--- config.mk ---
export PLATFORM = sky130hd
export DESIGN_NAME = coproc_sequencer_flat
export DESIGN_NICKNAME = d
export VERILOG_FILES = /design/src/rtl/coproc_sequencer_if.sv /design/src/rtl/coproc_sequencer.sv /design/src/flat_wrapper.sv
export SDC_FILE = /design/constraint.sdc
export NUM_CORES = 1
export LEC_CHECK = 0
export ABC_AREA = 1
export CAP_MARGIN = 10
export CORE_AREA = 2 2 168 170
export CTS_BUF_LIST = sky130_fd_sc_hd__clkbuf_16
export CTS_CLUSTER_SIZE = 10
export DETAILED_ROUTE_END_ITERATION = 10
export DIE_AREA = 0 0 170 172
export PLACE_DENSITY_LB_ADDON = 0.2
export SKIP_LAST_GASP = 1
export SYNTH_ARGS = -nofsm -noshare
export SYNTH_HDL_FRONTEND = slang
export SYNTH_SLANG_ARGS = --single-unit
--- constraint.sdc ---
create_clock -name clk -period 2.6 [get_ports clk]
set_input_delay 0.39 -clock clk [delete_from_list [all_inputs] [get_ports clk]]
set_output_delay 0.39 -clock clk [all_outputs]
set_load 0.05 [all_outputs]
--- src/rtl/coproc_sequencer_if.sv ---
// Coprocessor handshake bundle: the sequencer drives the instruction and a start
// strobe, and the coprocessor answers with a one-cycle done pulse.
interface coproc_sequencer_if #(
    parameter int INSTR_W = 22
);
    logic [INSTR_W-1:0] cp_instr;
    logic               cp_start;
    logic               cp_done;

    modport master (output cp_instr, output cp_start, input cp_done);
    modport slave  (input cp_instr, input cp_start, output cp_done);
endinterface

--- src/rtl/coproc_sequencer.sv ---
// Autonomous instruction sequencer for the matrix coprocessor: steps through a small
// program, issuing each instruction with a start strobe and waiting for done.
module coproc_sequencer #(
    parameter int INSTR_W = 22,
    parameter int DEPTH   = 16,
    parameter int ADDR_W  = 4,
    parameter int TIMEOUT = 1023
) (
    input  logic                clk,
    input  logic                rst_n,
    input  logic                prog_we,
    input  logic [ADDR_W-1:0]   prog_addr,
    input  logic [INSTR_W-1:0]  prog_data,
    input  logic [ADDR_W:0]     prog_len,
    input  logic                run,
    input  logic                step,
    input  logic                abort,
    coproc_sequencer_if.master  cp,
    output logic                busy,
    output logic [ADDR_W-1:0]   pc,
    output logic                done,
    output logic                error
);
    localparam int TMR_W = $clog2(TIMEOUT + 1);

    typedef enum logic [2:0] {S_IDLE, S_FETCH, S_ISSUE, S_WAIT, S_FINISH} state_t;

    state_t             r_state;
    logic [INSTR_W-1:0] r_mem [DEPTH];
    logic [INSTR_W-1:0] r_rd_data;
    logic [ADDR_W-1:0]  r_pc;
    logic               r_auto;
    logic [TMR_W-1:0]   r_timer;
    logic [INSTR_W-1:0] r_cp_instr;
    logic               r_cp_start;
    logic               r_done;
    logic               r_error;

    logic               w_len_nz;
    logic [ADDR_W:0]    w_pc_ext;
    logic               w_pc_past_len;
    logic               w_last;

    assign w_len_nz      = (prog_len != '0);
    assign w_pc_ext      = {1'b0, r_pc};
    assign w_pc_past_len = (w_pc_ext >= prog_len);
    // ">=" rather than "==" keeps an AUTO run bounded even if prog_len shrinks mid-run
    assign w_last        = ((w_pc_ext + (ADDR_W+1)'(1)) >= prog_len);

    // Program store: contents survive reset; writes only land while idle.
    always_ff @(posedge clk) begin
        if (prog_we && r_state == S_IDLE) begin
            r_mem[prog_addr] <= prog_data;
        end
        r_rd_data <= r_mem[r_pc];
    end

    always_ff @(posedge clk) begin
        if (!rst_n) begin
            r_state    <= S_IDLE;
            r_pc       <= '0;
            r_auto     <= 1'b0;
            r_timer    <= '0;
            r_cp_instr <= '0;
            r_cp_start <= 1'b0;
            r_done     <= 1'b0;
            r_error    <= 1'b0;
        end else begin
            r_cp_start <= 1'b0;
            r_done     <= 1'b0;
            if (abort && r_state != S_IDLE) begin
                r_state <= S_IDLE;
                r_pc    <= '0;
            end else begin
                case (r_state)
                    S_IDLE: begin
                        if (run && w_len_nz) begin
                            r_pc    <= '0;
                            r_auto  <= 1'b1;
                            r_error <= 1'b0;
                            r_state <= S_FETCH;
                        end else if (step && w_len_nz) begin
                            if (w_pc_past_len) begin
                                r_pc <= '0;
                            end
                            r_auto  <= 1'b0;
                            r_error <= 1'b0;
                            r_state <= S_FETCH;
                        end
                    end
                    S_FETCH: begin
                        r_state <= S_ISSUE;
                    end
                    S_ISSUE: begin
                        r_cp_instr <= r_rd_data;
                        r_cp_start <= 1'b1;
                        r_timer    <= '0;
                        r_state    <= S_WAIT;
                    end
                    S_WAIT: begin
                        // done is checked first so it beats a simultaneous timeout
                        if (cp.cp_done) begin
                            if (!r_auto) begin
                                r_pc    <= r_pc + ADDR_W'(1);
                                r_state <= S_IDLE;
                            end else if (w_last) begin
                                r_state <= S_FINISH;
                            end else begin
                                r_pc    <= r_pc + ADDR_W'(1);
                                r_state <= S_FETCH;
                            end
                        end else if (r_timer == TMR_W'(TIMEOUT - 1)) begin
                            r_error <= 1'b1;
                            r_state <= S_IDLE;
                        end else begin
                            r_timer <= r_timer + TMR_W'(1);
                        end
                    end
                    S_FINISH: begin
                        r_done  <= 1'b1;
                        r_pc    <= '0;
                        r_state <= S_IDLE;
                    end
                    default: begin
                        r_state <= S_IDLE;
                    end
                endcase
            end
        end
    end

    assign cp.cp_instr = r_cp_instr;
    assign cp.cp_start = r_cp_start;
    assign busy        = (r_state != S_IDLE);
    assign pc          = r_pc;
    assign done        = r_done;
    assign error       = r_error;
endmodule

--- src/flat_wrapper.sv ---
// flat-port wrapper written by rule: the top's interface ports become plain ports
module coproc_sequencer_flat 
#(
    parameter int INSTR_W = 22,
    parameter int DEPTH   = 16,
    parameter int ADDR_W  = 4,
    parameter int TIMEOUT = 1023
)
  (clk, rst_n, prog_we, prog_addr, prog_data, prog_len, run, step, abort, busy, pc, done, error, cp_cp_instr, cp_cp_start, cp_cp_done);
  coproc_sequencer_if #(.INSTR_W(INSTR_W)) cp_i ();
  input  logic clk;
  input  logic rst_n;
  input  logic prog_we;
  input  logic [ADDR_W-1:0] prog_addr;
  input  logic [INSTR_W-1:0] prog_data;
  input  logic [ADDR_W:0] prog_len;
  input  logic run;
  input  logic step;
  input  logic abort;
  output logic busy;
  output logic [ADDR_W-1:0] pc;
  output logic done;
  output logic error;
  output wire logic [$bits(cp_i.cp_instr)-1:0] cp_cp_instr;
  output wire logic [$bits(cp_i.cp_start)-1:0] cp_cp_start;
  input wire logic [$bits(cp_i.cp_done)-1:0] cp_cp_done;
  assign cp_cp_instr = cp_i.cp_instr;
  assign cp_cp_start = cp_i.cp_start;
  assign cp_i.cp_done = cp_cp_done;
  coproc_sequencer #(.INSTR_W(INSTR_W), .DEPTH(DEPTH), .ADDR_W(ADDR_W), .TIMEOUT(TIMEOUT)) u_core (.clk(clk), .rst_n(rst_n), .prog_we(prog_we), .prog_addr(prog_addr), .prog_data(prog_data), .prog_len(prog_len), .run(run), .step(step), .abort(abort), .cp(cp_i), .busy(busy), .pc(pc), .done(done), .error(error));
endmodule
# ---- Word-level counts from Yosys, hierarchy flattened
# Memory sizes are Yosys's and may differ from the RTL's. A register that Yosys moved wholly into a read port is not among the register bits.
# Index checks and enable logic that the tools add are counted.
dict set report classes {
  addsub 3
  n_lt_le_gt_ge 2
  n_eq_ne 13
  mux 27
  bitwise_logic 2
  n_reduce_logical 18
}
# cell count
set op_table {}
lappend op_table {{$mux 4} 6}
lappend op_table {{$mux 10} 2}
lappend op_table {{$pmux 10 s2} 1}
lappend op_table {{$mux 3} 6}
lappend op_table {{$pmux 3 s4} 1}
lappend op_table {{$pmux 4 s3} 1}
lappend op_table {{$add 10x1->10 const B} 1}
lappend op_table {{$eq 10x10->1 const B} 1}
lappend op_table {{$reduce_and 5->1} 2}
lappend op_table {{$mux 1} 9}
lappend op_table {{$eq 3x2->1 const B} 2}
lappend op_table {{$ne 2x2->1 const B} 3}
lappend op_table {{$ne 3x2->1 const B} 2}
lappend op_table {{$ne 3x3->1 const B} 2}
lappend op_table {{$reduce_bool 2->1} 3}
lappend op_table {{$reduce_bool 3->1} 2}
lappend op_table {{$add 4x1->5 const B} 1}
lappend op_table {{$ge 4x5->1} 1}
lappend op_table {{$ge 5x5->1} 1}
lappend op_table {{$reduce_bool 5->1} 1}
lappend op_table {{$add 4x1->4 const B} 1}
lappend op_table {{$logic_and 1x1->1} 4}
lappend op_table {{$reduce_and 2->1} 2}
lappend op_table {{$reduce_and 4->1} 1}
lappend op_table {{8 further kinds} 9}
dict set report word_totals {
  register_bits 43
  ramBits 352
  in_bits 38
  out_inout_bits 30
  elab_cells 74
  n_memories 1
}
# memory depth width rd rd_ports_with_merged_regs write_ports line
set mem_list {}
lappend mem_list {u_core.r_mem 16 22 1 1 1 coproc_sequencer.sv:29} ;# logic [INSTR_W-1:0] r_mem [DEPTH];

# ---- Depth between registers and ports, before layout
# Gate-level depths: netlist (run 1).
dict set report depth {
  depth_word 6
  ltp_mapped 15
  mapped_depth_nobuf 12
}

# ---- Least setup slack after synthesis (run 1)
# Ideal clock, no wire load.
dict set report synth_path {
  path_type {register -> register}
  from {register u_core.r_state[0]}
  to {memory u_core.r_mem[11][0] (enable)}
  setup_time_ps 401
  arrival_ps 2080
  t_required_ps 2199
  path_slack_ps 119
  stages_incl_launch_ff 8
  n_path_buf 0
  synth_period_minus_slack_ps 2481
  cell_sequence {dfxtp_1 -> inv_1 -> nand2_2 -> nor2_4 -> inv_2 -> nor2_1 -> nand3_1 -> nor2_1}
}
dict set report synth_between {
  elab_chain_cells 4
}
# item line
set synth_rtl {}
lappend synth_rtl {{from (decl)} coproc_sequencer.sv:28} ;# state_t r_state;
lappend synth_rtl {{from (signal assigned)} coproc_sequencer.sv:60} ;# r_state <= S_IDLE;
lappend synth_rtl {{from (signal assigned)} coproc_sequencer.sv:72} ;# r_state <= S_IDLE;
lappend synth_rtl {{from (signal assigned)} coproc_sequencer.sv:81} ;# r_state <= S_FETCH;
lappend synth_rtl {{$logic_not 3->1} coproc_sequencer.sv:52} ;# if (prog_we && r_state == S_IDLE) begin
lappend synth_rtl {{$logic_and 1x1->1} coproc_sequencer.sv:52}
lappend synth_rtl {{$mux 1} coproc_sequencer.sv:52}
lappend synth_rtl {{$mux 1 (implied by the code)} coproc_sequencer.sv:53} ;# r_mem[prog_addr] <= prog_data;
lappend synth_rtl {{to (decl)} coproc_sequencer.sv:29}
# No other way between the ends.

# ---- Final worst setup path (run 1)
dict set report layout_path {
  from {register u_core.r_state[0]}
  to {output busy}
}
dict set report layout_between {
  elab_chain_cells 1
}
# item line
set layout_rtl {}
lappend layout_rtl {{$reduce_bool 3->1} coproc_sequencer.sv:134} ;# assign busy = (r_state != S_IDLE);
lappend layout_rtl {{to (decl)} flat_wrapper.sv:20} ;# output logic busy;
# No other way between the ends.

==> reports/summary.md, run 1 <==
The tools report the startpoint of the worst hold path as u_core.r_rd_data[19]. The completed layout was analyzed and its total power is 19900 uW. The fraction of the mapped netlist area in compound gates is 0.123, and the gate count after technology mapping is 1303.

In this run the static leakage power is 0.00648 uW. The max-capacitance violation count was 0; the worst clock skew was 0.0204 ns. The tools report the initial antenna violation count as 2. Each instance of the synthesized netlist takes up on average 12.5 um2. STA classifies the critical path endpoint as an output pin. Data on the critical path arrives at its endpoint at 2.06 ns. Cell type of the slowest stage on the worst timing path: sky130_fd_sc_hd__clkdlybuf4s50_1. The clock reaches the later pin of the worst-skew pair after 0.55 ns. The cell count of the worst reg-to-reg path came out at 5.

The effective utilization at floorplan was 0.593. The floorplan die height works out to 172 um. In this design, the largest share of critical-path delay is due to buffers and inverters. The die covers 29200 um2. The number of nets still failing antenna checks after routing is 0, and the number of vias in the routed layout is 10800. From left edge to right edge, the die measures 170 um. The fraction of layout cells with a size suffix above 1 was 0.101. In this run, post-CTS repair resized a total of 0 instances. The worst register-to-register path begins at u_core.pc[0]. The detailed-routing iteration count for the pre-antenna-repair pass was 5; the multiplexer area fraction after synthesis was 0. Hold repair after CTS inserted 0 buffers. The data required time of the worst path was 2.21 ns; the worst max-slew margin expressed relative to the limit was 0.457. After legalization and detailed placement, the total HPWL measured 23600 um. The tools report the synthesized netlist net count as 1353. Power spread over the standard cell area amounts to 1050 nW/um2. The instance count along the most critical hold path came out at 2.

The tools report the setup slack of the most critical reg-to-reg path as 0.55 ns. The number of clock buffers added by TritonCTS is 48. The setup violation total in the final timing report is 0.

Clock tree synthesis selected as its root buffer the cell sky130_fd_sc_hd__clkbuf_16. The critical path launch point type is a flip-flop. The largest single stage delay on the critical path is 0.81 ns. Yosys printed 0 warnings.

Clock-pin transition on the worst setup and hold timing paths: 0.06 ns. The adder-cell area share of the yosys netlist works out to 0.00921. The tools report the source of the critical timing path as u_core.r_state[0]. The post-synthesis register bit count is 417, and the fill cell total of the finished layout is 1885. After the first detailed-routing iteration, the DRC count stood at 1248.

The share of the synthesized netlist area taken by xor and xnor gates came out at 0.00430. The number of unique standard cell types used by synthesis was 34. Using the TritonRoute via totals, the vias-per-cell ratio works out to 6.13. The final period utilization was 0.944; the post-detailed-route DRC marker count was 0. The share of the core filled with cells is 0.689, and the clock tree buffer depth is 3. In this run the number of H-tree levels came out at 2. The logs give 417 for the number of clock sinks and 0.452 ns for the worst hold margin. Once the clock tree was built, the setup fixing pass inserted 0 buffers. By area, the combinational part of the netlist is dominated by compound AO/OA/AOI/OAI gates.

The shortest clock period the worst path allows after layout came out at 2.45 ns. After detailed routing, the average wire length per cell comes to 22.1 um. The worst-case IR drop observed on VDD is 0.692 mV.

Along the worst path, the maximum fanout reaches 6. TritonCTS built the clock tree. Summed over all failing endpoints, the final setup total negative slack is 0 ns.

The number of global-route vias before repair was 10200. In the final design database the tool counted 1437 nets. For the count of final max-slew check failures, the log shows 0. The core region is 27500 um2.

Entering global routing, the biggest net connects 177 pins. The maximum clock frequency is 407 MHz. At the end of routability-driven placement, the weighted congestion stood at 0.883.

Summing every instance area after synthesis gives 16300 um2. The run finished with clean final reports. Walking the worst path, the cells encountered are inv_1, nand2_2, nor2_4, inv_2, clkdlybuf4s50_1.

The area fraction in and, or, nand and nor cells after synthesis came out at 0.104. The first global-routing pass estimated 58700 um of wire. The hold violation count in the final report was 0. Setup repair after global routing left no endpoint under its margin. Buffers placed on the I/O ports in this run total 67. The tools report the proportion of synthesized chip area in sequential cells as 0.728. The critical path is of the reg -> out type. For the total wirelength of the detailed-routed design, the log shows 38800 um. The worst hold path belongs to the class reg -> reg. Summed over all layers, the global routing overflow is 0. The number of buffers and inverters on the critical path is 3. The transition time of the tightest slew-check pin works out to 0.813 ns. For the row count, the log shows 61.

The I/O pin count was 68; the post-synthesis to final-layout area growth was 16.1%. The total global routing track utilization was 0.270; the total number of cells along the worst setup path was 5.
-- power by group --
part           internal [uW]  leakage [uW]  switching (uW)
combinational           1780       0.00205            4420
sequential              7730       0.00371             206
clock                   3340      0.000723            2420
-- per-layer routing --
| metal | vias to the layer above | GRT usage | wire length (um) | part of all wire |
|---|---|---|---|---|
| li1 | 4947 | - | - | - |
| met1 | 5200 | 0.368 | 16000 | 0.41 |
| met2 | 539 | 0.436 | 18200 | 0.47 |
| met3 | 85 | 0.0522 | 3340 | 0.086 |
| met4 | 0 | 0.104 | 1270 | 0.033 |
| met5 | - | 0 | 0 | 0 |
-- worst register-to-register path, stage by stage, from the launching register on --
cell	delay, ns
sky130_fd_sc_hd__dfxtp_4	0.41
sky130_fd_sc_hd__buf_12	0.52
sky130_fd_sc_hd__o21ai_0	0.28
sky130_fd_sc_hd__o221ai_1	0.34
sky130_fd_sc_hd__o211ai_1	0.23
sky130_fd_sc_hd__nand2_1	0.19
-- cell families (layout without fill, tap and decap cells) --
kind of cell	Yosys count	after routing
buffers and inverters	113	219
other	0	1
AOI/OAI and AO/OA	331	331
adders and majority gates	12	12
and+or+nand+nor	422	422
xor gates and xnor gates	8	8
DFF	417	417
-- cell usage after synthesis (all sizes together) --
cell | number | area share
o21ai | 201 | 0.062
a31oi | 1 | 0.00038
inv | 31 | 0.0071
edfxtp | 352 | 0.65
o211ai | 22 | 0.010
o221ai | 66 | 0.035
clkinv | 1 | 0.00023
nand3 | 42 | 0.014
nor2 | 266 | 0.062
nand4 | 6 | 0.0023
o21a | 1 | 0.00046
a21oi | 15 | 0.0055
and3 | 1 | 0.00038
dfxtp | 65 | 0.080
or2 | 1 | 0.00038
o22ai | 22 | 0.0084
buf | 33 | 0.012
nor3 | 4 | 0.0012
ha | 12 | 0.0092
xnor2 | 3 | 0.0016
o21bai | 3 | 0.0014
xor2 | 5 | 0.0027
nand2 | 102 | 0.024
clkbuf | 48 | 0.011
-- layout by cell type (no fill, tap or decap) --
cell type and n:
sky130_fd_sc_hd__nor2_2 18, sky130_fd_sc_hd__xnor2_1 3, sky130_fd_sc_hd__a31oi_1 1, sky130_fd_sc_hd__inv_2 4, sky130_fd_sc_hd__nand2_1 97, sky130_fd_sc_hd__nand2_2 5, sky130_fd_sc_hd__dfxtp_4 1, sky130_fd_sc_hd__dfxtp_1 62
sky130_fd_sc_hd__xor2_1 5, sky130_fd_sc_hd__or2_2 1, sky130_fd_sc_hd__o21bai_1 3, sky130_fd_sc_hd__o211ai_1 22, sky130_fd_sc_hd__nor2_1 247, sky130_fd_sc_hd__inv_6 3, sky130_fd_sc_hd__nor2_4 1, sky130_fd_sc_hd__dfxtp_2 2
sky130_fd_sc_hd__o21ai_0 191, sky130_fd_sc_hd__o21a_1 1, sky130_fd_sc_hd__nand3_2 3, sky130_fd_sc_hd__nand4_1 6, sky130_fd_sc_hd__buf_12 13, sky130_fd_sc_hd__inv_4 1, sky130_fd_sc_hd__edfxtp_1 352, sky130_fd_sc_hd__and3_1 1
sky130_fd_sc_hd__nand3_1 39, sky130_fd_sc_hd__clkinv_1 1, sky130_fd_sc_hd__inv_1 45, sky130_fd_sc_hd__clkdlybuf4s50_1 66, sky130_fd_sc_hd__buf_4 36, sky130_fd_sc_hd__clkbuf_16 49, sky130_fd_sc_hd__clkinv_2 1, sky130_fd_sc_hd__ha_1 12
sky130_fd_sc_hd__diode_2 1, sky130_fd_sc_hd__a21oi_1 11, sky130_fd_sc_hd__o22ai_1 22, sky130_fd_sc_hd__o21ai_1 10, sky130_fd_sc_hd__o221ai_1 66, sky130_fd_sc_hd__a21oi_2 4, sky130_fd_sc_hd__nor3_1 4
-- through the flow --
step                      cell area (um2)  setup WS [ns]  instances
after global placement              17600          0.503       1683
after CTS                           18900          0.132       1755
final                               18900          0.145       1756
after floorplan                     16300          0.119       1303
after detailed placement            17600          0.439       1683
after global routing                18900         0.0526       1755
-- path summary, 6_finish.rpt --
check,endpoint
hold reg to reg,u_core.cp.cp_instr[19]
setup reg to reg,u_core.r_rd_data[11]
setup / recovery,busy
hold / removal,u_core.cp.cp_instr[19]
-- flip-flops by register name (all words and copies together), names as in the netlist --
signal,cells
u_core.error,1
u_core.done,1
u_core.cp.cp_instr,22
u_core.r_state,3
u_core.cp.cp_start,1
u_core.r_mem,352
u_core.r_timer,10
u_core.r_auto,1
u_core.r_rd_data,22
u_core.pc,4
-- layout make-up --
type	instances	area, um2	share of cell area
Clock buffer	49	1230	0.0648
Sequential cell	417	11900	0.627
Timing Repair Buffer	115	1190	0.0629
Multi-Input combinational cell	773	3980	0.210
Antenna cell	1	2.50	0.000132
Inverter	32	123	0.00648
Tap cell	346	433	0.0229
Clock inverter	23	103	0.00542
No activity file was read; power rests on OpenSTA's default activity.
==> inputs of run 2 (changes only) <==
Settings changed: REMOVE_ABC_BUFFERS from default to 1.
==> reports/summary.md, run 2 (synthesis results as in run 1) <==
TritonCTS built the clock tree. The register name with the most flops was u_core.r_mem (unchanged). Worst vdd rail ir drop: 0.583 mV (was 0.692 mV).

The violation count after the first detailed-route iteration was 1018 (was 1248); the number of nets still failing antenna checks after routing was 0 (unchanged). The number of buffers added by the clock tree synthesis step was 48 (unchanged); the overall die width was 170 um (unchanged). The clock tree buffer depth is 3 (unchanged), and the effective utilization at floorplan is 0.593 (unchanged).

Number of antenna repair diodes: 0 (was 1). The critical path launch point type is a flip-flop (unchanged). The number of buffers added for setup after CTS is 0 (unchanged). The sequential power share was 0.406 (was 0.399). The tools report the startpoint of the worst hold path as u_core.r_rd_data[14] (was u_core.r_rd_data[19]). The worst-case setup margin in the final layout is 0.126 ns (was 0.145 ns), and the switching fraction of total power is 0.347 (was 0.354). For the total instance count after detailed placement, the log shows 1686 (was 1683). Chain of cells forming the critical path: clkdlybuf4s50_1 (was inv_1, nand2_2, nor2_4, inv_2, clkdlybuf4s50_1). The category of the most critical setup path is reg -> out (unchanged). The transition time of the tightest slew-check pin is 0.784 ns (was 0.813 ns), and the net switching power figure is 6820 uW (was 7040 uW). The critical path buffer and inverter count was 1 (was 3). Total power density per cell area: 1030 nW/um2 (was 1050 nW/um2). The fill cell total of the finished layout is 1852 (was 1885). The instance count along the most critical hold path was 2 (unchanged); the number of vias in the routed layout was 10900 (was 10800).

The worst min-delay path class is reg -> reg (unchanged). The flip-flop count of the largest register after layout was 352 (unchanged). The setup violation total in the final timing report is 0 (unchanged), and the cell count of the worst reg-to-reg path is 11 (was 5). The tools report the worst clock skew as 0.0154 ns (was 0.0204 ns). The beginning of the worst register-to-register path is u_core.pc[0] (unchanged).

The run gives 0 (unchanged) as the count of final max-slew check failures. The cell type of the slowest stage on the worst timing path was sky130_fd_sc_hd__clkdlybuf4s50_1 (unchanged). The static leakage is 0.00660 uW (was 0.00648 uW). Critical register-to-register path endpoint: u_core.pc[0] (was u_core.r_rd_data[11]). The H-tree depth came out at 2 (unchanged). The tools report the clock root buffer master as sky130_fd_sc_hd__clkbuf_16 (unchanged). Setup repair after global routing left no endpoint under its margin.

The logs give 3980 um2 (unchanged) for the area of combinational cells with multiple inputs and 0.476 (was 0.457) for the worst max-slew margin expressed relative to the limit. Terminating pin of the worst hold path: u_core.cp.cp_instr[14] (was u_core.cp.cp_instr[19]). The logs give 1440 (was 1437) for the count of nets after finishing and 5 (unchanged) for the detailed-routing iteration count for the pre-antenna-repair pass. The run gives 29200 um2 (unchanged) as the die footprint.

The flow ran to the end, and the final reports show no timing, DRC or antenna violations. The logs give 39600 um (was 38800 um) for the total wirelength of the detailed-routed design and 155 (was 177) for the pin count of the biggest net entering global routing. The clock-pin transition on the worst setup and hold timing paths was 0.05 ns (was 0.06 ns).

The delay contributed by the slowest stage of the critical path is 1.00 ns (was 0.81 ns), and the highest fanout seen on the critical path is 28 (was 6). The detailed placer's ending HPWL was 23200 um (was 23600 um). The run gives 61 (unchanged) as the row count.

The shortest clock period the worst path allows after layout works out to 2.47 ns (was 2.45 ns). The clock latency of the later-clocked register in the worst-skew pair is 0.55 ns (about the same). The last weighted congestion value of the routability-driven placer is 0.823 (was 0.883), and the number of global-route vias before repair is 10600 (was 10200). The tools report the max-capacitance violation count as 0 (unchanged). The endpoint class of the critical path was an output pin (unchanged). Data required time of the worst path: 2.21 ns (about the same). Internal power contribution: 12900 uW (about the same). The run gives 19000 um2 (was 18900 um2) as the cell area after layout.

The total global routing track utilization came out at 0.273 (was 0.270). Setup slack of the most critical reg-to-reg path: 0.46 ns (was 0.55 ns). The fraction of layout cells with a size suffix above 1 is 0.101 (about the same). The initial antenna violation count is 0 (was 2). The total core area was 27500 um2 (unchanged); the placed instance area was 17700 um2 (was 17600 um2). The worst hold margin was 0.454 ns (was 0.452 ns); the sequential cell area in the final layout was 11900 um2 (unchanged). The logs give 0.301 (was 0.311) for the combinational fraction of design power and 0 (unchanged) for the number of resized instances in the post-cts repair step. The final period utilization was 0.952 (was 0.944). The hold violation count in the final report came out at 0 (unchanged).

The I/O pin count was 68 (unchanged); the number of hold-repair buffers added at the cts stage was 0 (unchanged). For the number of standard cells in the layout, taps in and fillers out, the log shows 1775 (was 1756). The floorplan die height works out to 172 um (unchanged). Family with the most delay on the worst path: buffers and inverters (unchanged).

Top library cells by usage in the layout, fill and taps aside: sky130_fd_sc_hd__edfxtp_1 (352), sky130_fd_sc_hd__nor2_1 (247), sky130_fd_sc_hd__o21ai_0 (191), sky130_fd_sc_hd__nand2_1 (97) (unchanged). The detailed-route vias per instance was 6.17 (was 6.13). Number of clock sinks: 417 (unchanged). The endpoint arrival time on the critical path is 2.08 ns (was 2.06 ns), and the worst slack at placement is 0.469 ns (was 0.439 ns). The wire length of the first global-routing pass was 59600 um (was 58700 um); the number of buffers inserted by port buffering was 67 (unchanged). The post-detailed-route DRC marker count was 0 (unchanged); the final routed wire length divided by cell count was 22.3 um (was 22.1 um). Final global-route overflow total: 0 (unchanged).

The source of the critical timing path is u_core.pc[0] (was u_core.r_state[0]). The maximum clock frequency came out at 404 MHz (was 407 MHz). Most common cell after layout, fill and taps aside: sky130_fd_sc_hd__edfxtp_1 (unchanged). The clock share of power came out at 0.293 (was 0.290). Post-synthesis to final-layout area growth: 16.8% (was 16.1%).
==> run 2: changes by cell type in the layout (fill, tap and decap cells not counted), sizes merged <==
cell    before  now
clkinv       2    3
diode        1    0
clkbuf      49   48
buf         49   52
inv         53   70
==> run 2: worst max-delay path by stage <==
stage,endpoint,cells past startpoint
after floorplan,u_core.pc[0],10
after global placement,u_core.pc[2],12
after detailed placement,u_core.pc[0],12
after CTS,pc[0],1
after global routing,busy,5
final,pc[0],1
==> run 2: through the flow <==
step | setup TNS [ns] | util | total power, uW
global placement | 0 | 0.643 | 13800
floorplan | -106.07 | - | 11600
detailed placement | 0 | 0.643 | 13900
CTS | 0 | 0.693 | 19700
global route | 0 | 0.693 | 20600
finish | 0 | 0.693 | 19700
==> run 2: worst register-to-register path: stages (launching register included) <==
cell	delay [ns]
sky130_fd_sc_hd__dfxtp_4	0.54
sky130_fd_sc_hd__ha_1	0.25
sky130_fd_sc_hd__xor2_1	0.20
sky130_fd_sc_hd__ha_1	0.26
sky130_fd_sc_hd__and3_1	0.18
sky130_fd_sc_hd__nand2_1	0.07
sky130_fd_sc_hd__nand2_1	0.05
sky130_fd_sc_hd__nand2_1	0.17
sky130_fd_sc_hd__nand3_2	0.13
sky130_fd_sc_hd__nand2_1	0.08
sky130_fd_sc_hd__inv_1	0.04
sky130_fd_sc_hd__nor2_1	0.08
==> run 2: final cells by class <==
type                    count  share of cell area
inverters                  32             0.00644
flip-flops and latches    417               0.624
multi-input cells         773               0.209
repair buffers            118              0.0663
clock buffers              48              0.0631
well taps                 346              0.0227
clock inverters            41             0.00926
==> run 2: metal layers <==
layer,global-route usage,wire [um],part of all wire,up-vias
met1,0.376,16000,0.41,5315
met2,0.438,18600,0.47,566
met4,0.114,1500,0.038,0
li1,-,-,-,4975
met5,0,0,0,-
met3,0.0449,3470,0.088,88
==> run 2: power by group through the flow <==
stage               Clock [uW]  Combinational [uW]  Sequential (uW)
global route              6130                6460             8020
finish                    5770                5910             7990
CTS                       5850                5880             7980
detailed placement           0                5840             8110
global placement             0                5730             8100
floorplan                    0                2890             8710
==> inputs of run 3 (changes only) <==
Settings changed: CORE_AREA 2 2 168 170 to 2 2 216 218, DIE_AREA 0 0 170 172 to 0 0 218 220.
==> reports/summary.md, run 3 (synthesis results as in run 1) <==
The post-detailed-route DRC marker count was 0 (unchanged); the setup violation total in the final timing report was 0 (unchanged). The run gives 1442 (was 1440) as the count of nets after finishing. The number of buffers added by the clock tree synthesis step is 47 (was 48). Data required time of the worst path: 2.21 ns (about the same). The worst max-slew margin expressed relative to the limit was 0.500 (was 0.476); the I/O pin count was 68 (unchanged). The worst clock skew was 0.0225 ns (was 0.0154 ns); the pin count of the biggest net entering global routing was 134 (was 155).

The logs give 0.00664 uW (was 0.00660 uW) for the static leakage and 2 (unchanged) for the H-tree depth. The tools report the max-capacitance violation count as 0 (unchanged). The last weighted congestion value of the routability-driven placer is 0.782 (was 0.823). The top metal layer carrying routed signals is met4 (unchanged). The clock latency of the later-clocked register in the worst-skew pair is 0.57 ns (was 0.55 ns), and the flip-flop count of the largest register after layout is 352 (unchanged).

The total wirelength of the detailed-routed design came out at 42400 um (was 39600 um). The number of buffers added for setup after CTS was 0 (unchanged); the number of global-route vias before repair was 10200 (was 10600). TritonCTS built the clock tree.

The total core area is 45900 um2 (was 27500 um2), and the fill cell total of the finished layout is 4274 (was 1852). The maximum clock frequency was 394 MHz (was 404 MHz). Register name with the most flops: u_core.r_mem (unchanged). The detailed-route vias per instance works out to 5.17 (was 6.17).

Top library cells by usage in the layout, fill and taps aside: sky130_fd_sc_hd__edfxtp_1 (352), sky130_fd_sc_hd__nor2_1 (247), sky130_fd_sc_hd__o21ai_0 (191), sky130_fd_sc_hd__nand2_1 (97), sky130_fd_sc_hd__o221ai_1 (66) (was sky130_fd_sc_hd__edfxtp_1 (352), sky130_fd_sc_hd__nor2_1 (247), sky130_fd_sc_hd__o21ai_0 (191), sky130_fd_sc_hd__nand2_1 (97)). The final period utilization came out at 0.976 (was 0.952). The floorplan die height works out to 220 um (was 172 um). Setup repair after global routing left no endpoint under its margin. The tools report the clock root buffer master as sky130_fd_sc_hd__clkbuf_16 (unchanged). Number of resized instances in the post-cts repair step: 0 (unchanged). The area of combinational cells with multiple inputs was 4040 um2 (was 3980 um2).

Routed wire length on met3: 2150 um (was 3470 um). Worst min-delay path class: reg -> reg (unchanged). The met1 routed wirelength after detailed routing was 18100 um (was 16000 um); the effective utilization at floorplan was 0.355 (was 0.593). Sequential cell area in the final layout: 11900 um2 (unchanged).

The number of standard cells in the layout, taps in and fillers out was 2036 (was 1775); the hold violation count in the final report was 0 (unchanged). The post-synthesis to final-layout area growth works out to 19.7% (was 16.8%). For the number of clock sinks, the log shows 417 (unchanged). The number of buffers inserted by port buffering is 67 (unchanged), and the die footprint is 48000 um2 (was 29200 um2).

The shortest clock period the worst path allows after layout is 2.54 ns (was 2.47 ns). The tools report the critical path launch point type as a flip-flop (unchanged). The row count came out at 79 (was 61). The run gives 0 (unchanged) as the number of antenna repair diodes. The run gives 0.177 (was 0.273) as the total global routing track utilization. The category of the most critical setup path was reg -> out (unchanged). The endpoint class of the critical path was an output pin (unchanged). The transition time of the tightest slew-check pin is 0.747 ns (was 0.784 ns), and the clock tree buffer depth is 3 (unchanged). The final routed wire length divided by cell count is 20.8 um (was 22.3 um). The share of the core filled with cells is 0.426 (was 0.693), and the count of final max-slew check failures is 0 (unchanged). The worst vdd rail ir drop was 0.546 mV (was 0.583 mV); the fraction of layout cells with a size suffix above 1 was 0.101 (about the same).

The flow ran to the end, and the final reports show no timing, DRC or antenna violations. The tools report the endpoint arrival time on the critical path as 2.15 ns (was 2.08 ns). The number of hold-repair buffers added at the cts stage is 0 (unchanged). Detailed placer's ending HPWL: 25500 um (was 23200 um).

The violation count after the first detailed-route iteration was 851 (was 1018); the clock-pin transition on the worst setup and hold timing paths was 0.05 ns (about the same). The total power density per cell area was 1020 nW/um2 (was 1030 nW/um2). The highest fanout seen on the critical path was 56 (was 28); the met2 wirelength from detailed routing was 21000 um (was 18600 um). The number of nets still failing antenna checks after routing is 0 (unchanged). The total instance count after detailed placement is 1950 (was 1686), and the initial antenna violation count is 0 (unchanged). Most common cell after layout, fill and taps aside: sky130_fd_sc_hd__edfxtp_1 (unchanged). The run gives 5 (unchanged) as the detailed-routing iteration count for the pre-antenna-repair pass. Final global-route overflow total: 0 (unchanged). The tools report the number of vias in the routed layout as 10500 (was 10900). Wire length of the first global-routing pass: 63200 um (was 59600 um). The overall die width works out to 218 um (was 170 um).
run 3: cell types whose count changed in the layout (fill, tap and decap cells not counted), sizes merged:
cell           change
buf                +4
clkdlybuf4s50      -2
inv                -2
clkbuf             -1
dlymetal6s2s       +1
run 3: worst paths after layout:
| kind | from | to | slack, ns | cells after the start |
|---|---|---|---|---|
| min | u_core.r_rd_data[10] | u_core.cp.cp_instr[10] | 0.46 | 2 |
| min reg2reg | u_core.r_rd_data[10] | u_core.cp.cp_instr[10] | 0.46 | 2 |
| max | u_core.pc[1] | pc[1] | 0.06 | 2 |
| max reg2reg | u_core.pc[0] | u_core.pc[3] | 0.49 | 11 |
run 3: layout make-up:
type,count,area share
Sequential cell,417,0.609
Tap cell,607,0.0389
Clock inverter,39,0.00878
Inverter,32,0.00628
Clock buffer,47,0.0603
Multi-Input combinational cell,773,0.207
Timing Repair Buffer,121,0.0704
run 3: metal layers:
layer | up-vias | global-route usage
met3 | 72 | 0.0297
met5 | - | 0
met4 | 0 | 0.0644
li1 | 4979 | -
met1 | 5180 | 0.229
met2 | 287 | 0.299
run 3: power by group:
part / switching [uW] / leakage [uW] / internal [uW] / total, uW
clock: 2540 / 0.000790 / 3250 / 5790
sequential: 233 / 0.00371 / 7730 / 7960
combinational: 4250 / 0.00214 / 1930 / 6180
total: 7030 / 0.00664 / 12900 / 19900
run 3: through the flow:
stage	worst slack (ns)	power [uW]	hold slack [ns]	cell area (um2)	setup TNS, ns
2_1_floorplan	-4.24	11600	0.431	15900	-106.07
3_3_place_gp	0.462	14400	0.441	18200	0
3_5_place_dp	0.441	14400	0.446	18200	0
4_1_cts	0.0307	20200	0.449	19500	0
5_1_grt	0.00990	21000	0.479	19500	0
6_report	0.0614	19900	0.457	19500	0
run 3: worst max-delay path, cell delays in order (launching register included):
cell and delay [ns]:
sky130_fd_sc_hd__dfxtp_2 0.38, sky130_fd_sc_hd__buf_12 0.30, sky130_fd_sc_hd__clkdlybuf4s50_1 0.87
